**src/rtl/display_pkg.sv**
```systemverilog
`default_nettype none
// ============================================================================
// Module      : display_pkg
// Description : Shared types and constants for the result display path:
//               converter FSM state encoding, digit count, BCD width,
//               active-low seven-segment glyphs and small helper functions.
// Revision    : 1.0  initial release
// ============================================================================
package display_pkg;

    // Converter FSM state encoding
    typedef enum logic [1:0] {
        ST_IDLE  = 2'd0,
        ST_SHIFT = 2'd1,
        ST_DONE  = 2'd2
    } state_t;

    localparam int DIGITS     = 3;
    localparam int BCD_W      = 12;
    localparam int SHIFT_ITER = 8;

    // Active-low cathode patterns, bit order {g,f,e,d,c,b,a}
    localparam logic [6:0] SEG_0     = 7'b1000000;
    localparam logic [6:0] SEG_1     = 7'b1111001;
    localparam logic [6:0] SEG_2     = 7'b0100100;
    localparam logic [6:0] SEG_3     = 7'b0110000;
    localparam logic [6:0] SEG_4     = 7'b0011001;
    localparam logic [6:0] SEG_5     = 7'b0010010;
    localparam logic [6:0] SEG_6     = 7'b0000010;
    localparam logic [6:0] SEG_7     = 7'b1111000;
    localparam logic [6:0] SEG_8     = 7'b0000000;
    localparam logic [6:0] SEG_9     = 7'b0010000;
    localparam logic [6:0] SEG_BLANK = 7'b1111111;

    // Glyph lookup; anything outside 0-9 renders blank
    function automatic logic [6:0] seg_of(input logic [3:0] digit);
        logic [6:0] pattern;
        case (digit)
            4'd0:    pattern = SEG_0;
            4'd1:    pattern = SEG_1;
            4'd2:    pattern = SEG_2;
            4'd3:    pattern = SEG_3;
            4'd4:    pattern = SEG_4;
            4'd5:    pattern = SEG_5;
            4'd6:    pattern = SEG_6;
            4'd7:    pattern = SEG_7;
            4'd8:    pattern = SEG_8;
            4'd9:    pattern = SEG_9;
            default: pattern = SEG_BLANK;
        endcase
        return pattern;
    endfunction

    // Double-dabble correction: a nibble of 5 or more would exceed 9
    // after doubling, so pre-add 3 to carry into the next decade.
    function automatic logic [3:0] dabble_adjust(input logic [3:0] nibble);
        return (nibble >= 4'd5) ? (nibble + 4'd3) : nibble;
    endfunction

endpackage : display_pkg
`default_nettype wire

```
**src/rtl/bin8_to_bcd.sv**
```systemverilog
`default_nettype none
// ============================================================================
// Module      : bin8_to_bcd
// Description : Sequential 8-bit binary to 3-digit BCD converter using the
//               shift-and-add-3 (double-dabble) method, one bit per cycle.
//               Ports:
//                 clk    - system clock
//                 rst    - synchronous active-high reset
//                 load   - start strobe, honoured only while idle
//                 result - unsigned 8-bit value to convert
//                 busy   - high while a conversion is in flight
//                 bcd    - {hundreds, tens, ones}, updated at conversion end
// Revision    : 1.0  initial release
// ============================================================================
module bin8_to_bcd
    import display_pkg::*;
(
    input  logic             clk,
    input  logic             rst,
    input  logic             load,
    input  logic [7:0]       result,
    output logic             busy,
    output logic [BCD_W-1:0] bcd
);

    localparam logic [2:0] LAST_ITER = 3'(SHIFT_ITER - 1);

    state_t           state;
    state_t           next_state;
    logic [7:0]       shreg;
    logic [BCD_W-1:0] scratch;
    logic [BCD_W-1:0] scratch_adj;
    logic [2:0]       count;

    // State register
    always_ff @(posedge clk) begin
        if (rst) begin
            state <= ST_IDLE;
        end else begin
            state <= next_state;
        end
    end

    // Next-state logic
    always_comb begin
        next_state = state;
        case (state)
            ST_IDLE:  if (load) next_state = ST_SHIFT;
            ST_SHIFT: if (count == LAST_ITER) next_state = ST_DONE;
            ST_DONE:  next_state = ST_IDLE;
            default:  next_state = ST_IDLE;
        endcase
    end

    // Outputs: busy decodes straight from the state register, so it has
    // no combinational path from any input.
    always_comb begin
        busy = (state != ST_IDLE);
    end

    // Per-nibble correction applied before each shift
    always_comb begin
        scratch_adj = {dabble_adjust(scratch[11:8]),
                       dabble_adjust(scratch[7:4]),
                       dabble_adjust(scratch[3:0])};
    end

    // Datapath
    always_ff @(posedge clk) begin
        if (rst) begin
            shreg   <= '0;
            scratch <= '0;
            count   <= '0;
            bcd     <= '0;
        end else begin
            case (state)
                ST_IDLE: begin
                    if (load) begin
                        shreg   <= result;
                        scratch <= '0;
                        count   <= '0;
                    end
                end
                ST_SHIFT: begin
                    // {scratch, shreg} shifted left by one after correction
                    scratch <= {scratch_adj[BCD_W-2:0], shreg[7]};
                    shreg   <= {shreg[6:0], 1'b0};
                    count   <= count + 3'd1;
                end
                ST_DONE: begin
                    bcd <= scratch;
                end
                default: ;
            endcase
        end
    end

endmodule : bin8_to_bcd
`default_nettype wire

```
**src/rtl/result_display.sv**
```systemverilog
`default_nettype none
// ============================================================================
// Module      : result_display
// Description : Captures the ALU result, converts it to BCD and scans it
//               onto a multiplexed 4-digit common-anode seven-segment
//               display (digit 3 unused, always dark).
//               Build option: define LEADING_ZERO_BLANK_EN to blank leading
//               zeros in the hundreds/tens positions.
//               Ports:
//                 clk    - system clock
//                 rst    - synchronous active-high reset
//                 load   - capture strobe for result
//                 result - unsigned 8-bit value from the ALU stage
//                 busy   - conversion in progress
//                 bcd    - last completed {hundreds, tens, ones}
//                 an     - digit anodes, active-low
//                 seg    - cathodes {g,f,e,d,c,b,a}, active-low
//               Parameter REFRESH_DIV: cycles each digit stays lit (>= 2).
// Revision    : 1.0  initial release
// ============================================================================
module result_display
    import display_pkg::*;
#(
    parameter int REFRESH_DIV = 100000
)(
    input  logic             clk,
    input  logic             rst,
    input  logic             load,
    input  logic [7:0]       result,
    output logic             busy,
    output logic [BCD_W-1:0] bcd,
    output logic [3:0]       an,
    output logic [6:0]       seg
);

    localparam int              CNT_W      = (REFRESH_DIV > 1) ? $clog2(REFRESH_DIV) : 1;
    localparam logic [CNT_W-1:0] CNT_MAX   = CNT_W'(REFRESH_DIV - 1);
    localparam logic [1:0]       DIGIT_LAST = 2'(DIGITS - 1);

    logic [CNT_W-1:0] refresh_cnt;
    logic [1:0]       digit_idx;
    logic             refresh_wrap;
    logic [3:0]       digit_val;
    logic             digit_blank;
    logic [3:0]       an_next;
    logic [6:0]       seg_next;

    bin8_to_bcd u_conv (
        .clk    (clk),
        .rst    (rst),
        .load   (load),
        .result (result),
        .busy   (busy),
        .bcd    (bcd)
    );

    assign refresh_wrap = (refresh_cnt == CNT_MAX);

    // Digit select and optional leading-zero suppression. Only the
    // completed bcd register is ever shown, never the converter scratch.
    always_comb begin
        digit_val   = bcd[3:0];
        digit_blank = 1'b0;
        case (digit_idx)
            2'd0:    digit_val = bcd[3:0];
            2'd1:    digit_val = bcd[7:4];
            2'd2:    digit_val = bcd[11:8];
            default: digit_val = bcd[3:0];
        endcase
`ifdef LEADING_ZERO_BLANK_EN
        case (digit_idx)
            2'd1:    digit_blank = (bcd[11:4] == 8'h00);
            2'd2:    digit_blank = (bcd[11:8] == 4'h0);
            default: digit_blank = 1'b0;
        endcase
`endif
        if (digit_blank) begin
            an_next  = 4'b1111;
            seg_next = SEG_BLANK;
        end else begin
            an_next  = ~(4'b0001 << digit_idx);
            seg_next = seg_of(digit_val);
        end
    end

    // Refresh counter, digit index and registered pin drivers. The pins
    // lag the index by one cycle, so every digit still gets exactly
    // REFRESH_DIV cycles on the pins.
    always_ff @(posedge clk) begin
        if (rst) begin
            refresh_cnt <= '0;
            digit_idx   <= '0;
            an          <= 4'b1111;
            seg         <= SEG_BLANK;
        end else begin
            if (refresh_wrap) begin
                refresh_cnt <= '0;
                digit_idx   <= (digit_idx == DIGIT_LAST) ? 2'd0 : (digit_idx + 2'd1);
            end else begin
                refresh_cnt <= refresh_cnt + CNT_W'(1);
            end
            an  <= an_next;
            seg <= seg_next;
        end
    end

endmodule : result_display
`default_nettype wire

```
**config.mk**
```make
export PLATFORM = sky130hd
export DESIGN_NAME = result_display
export DESIGN_NICKNAME = d
export VERILOG_FILES = /design/src/rtl/display_pkg.sv /design/src/rtl/bin8_to_bcd.sv /design/src/rtl/result_display.sv
export SDC_FILE = /design/constraint.sdc
export NUM_CORES = 1
export LEC_CHECK = 0
export ABC_AREA = 1
export CORE_ASPECT_RATIO = 0.75
export CORE_MARGIN = 5
export CORE_UTILIZATION = 40
export DETAILED_ROUTE_END_ITERATION = 8
export GPL_ROUTABILITY_DRIVEN = 0
export SYNTH_ARGS = -nofsm -noshare
export SYNTH_HDL_FRONTEND = slang
export SYNTH_SLANG_ARGS = --single-unit
```
**constraint.sdc**
```tcl
create_clock -name clk -period 5.5 [get_ports clk]
set_input_delay 0.825 -clock clk [delete_from_list [all_inputs] [get_ports clk]]
set_output_delay 0.825 -clock clk [all_outputs]
set_load 0.05 [all_outputs]
```
==> results of run 1 <==
kinds of logic after synthesis:
family | count (synthesis)
AO/OA/AOI/OAI | 62
XOR/XNOR | 7
adder cells (fa/ha/maj) | 18
buffers and inverters | 57
flip-flops | 67
AND/OR/NAND/NOR | 240
worst max-delay path: stages:
cell             delay [ps]
clkdlybuf4s50_1        1020
clkinv_1                900
o21ai_4                 490
nor2_1                   90
metal layers:
layer  global-route usage, %  wire, microns
met2                   21.84           2707
met4                   3.236             24
met5                       0              0
met1                   19.24           3672
met3                   4.627            363
flip-flops by register name, summed over array words and instances (netlist names):
| signal | cells |
|---|---|
| an | 4 |
| digit_idx | 2 |
| refresh_cnt | 17 |
| seg | 7 |
| u_conv.bcd | 12 |
| u_conv.count | 3 |
| u_conv.scratch | 12 |
| u_conv.shreg | 8 |
| u_conv.state | 2 |
power groups by stage:
stage	logic (uW)	clock network, uW	registers [uW]
finish	67.2	501	504
global route	74.1	536	505
CTS	67.9	515	504
detailed placement	67.7	0	515
global placement	66.9	0	515
floorplan	39.4	0	524
final timing paths:
| kind | endpoint | slack, ps | cells after the start | from |
|---|---|---|---|---|
| worst min-delay path | refresh_cnt[0] | 450 | 1 | refresh_cnt[0] |
| worst max register to register | seg[1] | 3360 | 8 | digit_idx[0] |
| worst max-delay path | refresh_cnt[11] | 2370 | 4 | rst |
| worst min register to register | refresh_cnt[0] | 450 | 1 | refresh_cnt[0] |
cell type report:
type	instances	area [sq um]
Clock buffer	10	137.6
Clock inverter	6	111.4
Fill cell	800	4010
Inverter	45	168.9
Multi-Input combinational cell	327	1677
Sequential cell	67	1341
Tap cell	105	131.4
Timing Repair Buffer	34	340.3
through the flow:
stage,worst slack (ps),power [uW],cell area (sq um),std cells,hold WS (ps)
floorplan,3535,562.9,3256,451,417.5
global placement,2024,581.4,3659,578,430.1
detailed placement,1971,582.6,3659,578,438.7
CTS,2354,1086,3908,594,459.4
global route,2175,1115,3908,594,481.0
finish,2371,1071,3908,594,453.9
placed cells by master, fill, tap and decap left out, types with 2 or more instances in the layout:
| master | count |
|---|---|
| nand3b_1 | 2 |
| nor2_1 | 48 |
| nand3_1 | 32 |
| dfxtp_1 | 67 |
| xor2_1 | 4 |
| clkbuf_8 | 10 |
| or2_2 | 4 |
| xnor2_1 | 3 |
| nand4_1 | 13 |
| nor2_4 | 2 |
| a21oi_1 | 26 |
| ha_1 | 18 |
| bufinv_16 | 3 |
| a31oi_1 | 7 |
| nor2_2 | 2 |
| inv_1 | 43 |
| nor3_1 | 2 |
| nand2_2 | 5 |
| clkdlybuf4s50_1 | 34 |
| nand2_1 | 128 |
| o21ai_0 | 22 |
| o211ai_1 | 3 |
==> results.json, run 1 <==
{
  "cts_sinks": 67,
  "clk_path_buf_depth": 2,
  "die_w_microns": 114.2,
  "overflow": 0,
  "dr.first_iter.drc_count": 174,
  "post-route-period-util_pct": 56.88,
  "synth_seq_area_share_pct": 41.20,
  "synthSimpleGateAreaFrac_pct": 31.78,
  "ys.flop_type": "dfxtp_1",
  "finalSetupViolCount": 0,
  "io_pins": 35,
  "layout_min_cycle_time_ps": 3129,
  "synthArstFlopShare_pct": 0,
  "worst_pin_slew_ps": 1186,
  "rsz0062_at_grt": "false",
  "synth-compound-area-share_pct": 10.91,
  "hold_buffers": 0,
  "path_class": "input pin to register",
  "maxSlewViolCount": 0,
  "fin_util_pct": 49.35,
  "seqPwrFrac_pct": 47.0,
  "finalHoldViolations": 0,
  "cap_violations": 0,
  "post_cts_buffers": 0,
  "synth_cell_types": 31,
  "clock_latency_ps": 340,
  "fin_nets": 513,
  "syn_to_final_growth_pct": 20.02,
  "cts_tree": "done",
  "drive_above_1_share_pct": 6.953,
  "cts_made_buffers": 9,
  "ys_warn_count": 0,
  "drcViolationCount": 0,
  "p_comb_share_pct": 6.3,
  "cp_max_fo": 28,
  "grt_first_pass_wirelength_microns": 11540,
  "synth-seq-cells": 67,
  "post-synth-top-count-cell": "nand2_1",
  "synth_area_leader_cell": "dfxtp_1",
  "fmax_ghz": 0.3196,
  "viasPerCell": 4.783,
  "synthAdderAreaFrac_pct": 6.918,
  "synth-xor-area-share_pct": 1.883,
  "leakage_uw": 0.001585,
  "core_sq_um": 7918,
  "post_cts_resized": 0,
  "grt_start_max_net_pins": 29,
  "synth_commonest_cells": "nand2_1, dfxtp_1, nor2_1, inv_1, nand3_1",
  "rows": 28,
  "antenna_left": 0,
  "required_ps": 5710,
  "synth_area_leaders": "dfxtp_1, nand2_1, ha_1",
  "skew_ps": 7.110,
  "syn_inst": 451,
  "swShare_pct": 22.08,
  "arrival_ps": 3340,
  "post-synth-top-area-fraction_pct": 41.20,
  "firstDrtPassIters": 4,
  "start_kind": "input pin",
  "tns_ps": 0,
  "clock_tree.htree_level_count": 3,
  "hold_path_class": "register to register",
  "synth_edf_count": 0,
  "clkTransAtPathRegs_ps": 70,
  "ir_worst_vdd_v": 0.0001099,
  "netlist_area_sq_um": 3256,
  "numPortBuffers": 34,
  "die_h_microns": 88.13,
  "wl_microns": 6767,
  "worst_slew_margin_rel_pct": 20.61,
  "dp_hpwl_microns": 4900,
  "antenna_found_initial": 0,
  "root_buffer": "clkbuf_8",
  "internal_power_uw": 834.8,
  "endpoint_kind": "register",
  "vias": 2841,
  "switching_power_uw": 236.6,
  "n_antenna_cell": 0,
  "synth.area.mux_share_pct": 0,
  "avgRoutedWirePerCell_microns": 11.39,
  "clock_power_share_pct": 46.7,
  "grt_pass1_vias": 2538,
  "dieArea_sq_um": 10060,
  "pwr_density_cell_nw_per_um2": 274.2,
  "status": "finished, final reports clean",
  "syn_nets": 480,
  "avgSynthCellArea_sq_um": 7.219,
  "synth_top_family_by_area": "simple AND/OR/NAND/NOR gates",
  "grt_use_total_pct": 14.11,
  "initial_utilization_pct": 41.12
}
Power figures use the tool's default switching activity.
==> run 2: changes to the inputs <==
==> constraint.sdc (replaced) <==
create_clock -name clk -period 3.2 [get_ports clk]
set_input_delay 0.48 -clock clk [delete_from_list [all_inputs] [get_ports clk]]
set_output_delay 0.48 -clock clk [all_outputs]
set_load 0.05 [all_outputs]
==> results.json, run 2 (synthesis results as in run 1) <==
{
  "dp_hpwl_microns": 4814,
  "clock_tree.htree_level_count": 3,
  "die_h_microns": 88.13,
  "regMostFlops": "refresh_cnt",
  "start_kind": "input pin",
  "endpoint_kind": "register",
  "dr.first_iter.drc_count": 142,
  "finalSetupViolCount": 0,
  "numPortBuffers": 34,
  "grt_start_max_net_pins": 29,
  "overflow": 0,
  "required_ps": 3410,
  "die_w_microns": 114.2,
  "worst_slew_margin_rel_pct": 51.83,
  "clk_path_buf_depth": 2,
  "antenna_left": 0,
  "wl_microns": 6725,
  "status": "finished, final reports clean",
  "leakage_uw": 0.001596,
  "hold_path_class": "register to register",
  "n_antenna_cell": 0,
  "clock_latency_ps": 340,
  "postLayoutCellArea_sq_um": 3915,
  "final_cell_mix": "nand2_1, dfxtp_1, nor2_1",
  "root_buffer": "clkbuf_8",
  "fin_nets": 515,
  "skew_ps": 4.075,
  "grt_pass1_vias": 2640,
  "cts_tree": "done",
  "fmax_ghz": 0.4566,
  "ir_worst_vdd_v": 0.0002240,
  "syn_to_final_growth_pct": 20.25,
  "post-route-period-util_pct": 68.44,
  "cp_max_fo": 28,
  "core_sq_um": 7918,
  "drive_above_1_share_pct": 7.128,
  "drcViolationCount": 0,
  "clkTransAtPathRegs_ps": 70,
  "vias": 2828,
  "largest_registers": "refresh_cnt x17, u_conv.bcd x12, u_conv.scratch x12",
  "io_pins": 35,
  "grt_use_total_pct": 14.54,
  "post_cts_resized": 0,
  "postPlaceCellArea_sq_um": 3674,
  "hold_buffers": 0,
  "viasPerCell": 4.745,
  "cts_sinks": 67,
  "mostFrequentLayoutCell": "nand2_1",
  "dieArea_sq_um": 10060,
  "largest_register_ffs": 17,
  "layout_min_cycle_time_ps": 2190,
  "initial_utilization_pct": 41.12,
  "antenna_found_initial": 0,
  "rsz0062_at_grt": "false",
  "worst_pin_slew_ps": 718.1,
  "maxSlewViolCount": 0,
  "cap_violations": 0,
  "avgRoutedWirePerCell_microns": 11.28,
  "post_cts_buffers": 0,
  "grt_first_pass_wirelength_microns": 11810,
  "cts_made_buffers": 9,
  "finalHoldViolations": 0,
  "tns_ps": 0,
  "rows": 28,
  "path_class": "input pin to register",
  "firstDrtPassIters": 4,
  "pwr_density_cell_nw_per_um2": 465.8,
  "arrival_ps": 2400
}
[run 2: routing by layer]
layer / vias to the layer above / routed length [microns] / track usage (%)
met5: - / 0 / 0
met4: 0 / 64 / 4.099
met3: 4 / 393 / 5.318
met2: 55 / 2819 / 22.64
met1: 1241 / 3447 / 19.08
li1: 1528 / - / -
[run 2: path summary, 6_finish.rpt]
path              slack, ps            from               to  cells after the start
hold / removal          450  refresh_cnt[0]   refresh_cnt[0]                      1
setup reg to reg       1040    digit_idx[0]           seg[1]                      8
hold reg to reg         450  refresh_cnt[0]   refresh_cnt[0]                      1
setup / recovery       1010             rst  refresh_cnt[14]                      5
[run 2: final cells by class]
cell class	count	area, sq um
flip-flops and latches	67	1341
clock buffers	11	141.4
repair buffers	36	355.3
multi-input cells	327	1677
fillers	806	4003
clock inverters	5	100.1
inverters	45	168.9
well taps	105	131.4
[run 2: where the power goes]
group | switching (uW) | total, uW | internal, uW
clock network | 306 | 842 | 536
logic | 75.5 | 116 | 40.3
registers | 10.2 | 866 | 856
[run 2: critical path: stages]
cell and delay (ps):
clkdlybuf4s50_1 450, buf_4 260, clkinv_1 640, o21ai_4 460
nor2_1 100
[run 2: through the flow]
step,power [uW],instances,hold WS (ps),util (%),setup WS [ps]
global route,1901,596,481.5,49.45,779.2
finish,1824,596,445.6,49.45,1010
floorplan,967.5,451,417.5,-,1235
CTS,1845,596,449.7,49.45,994.2
detailed placement,1002,580,438.9,46.40,617.6
global placement,999.9,580,428.4,46.40,672.8
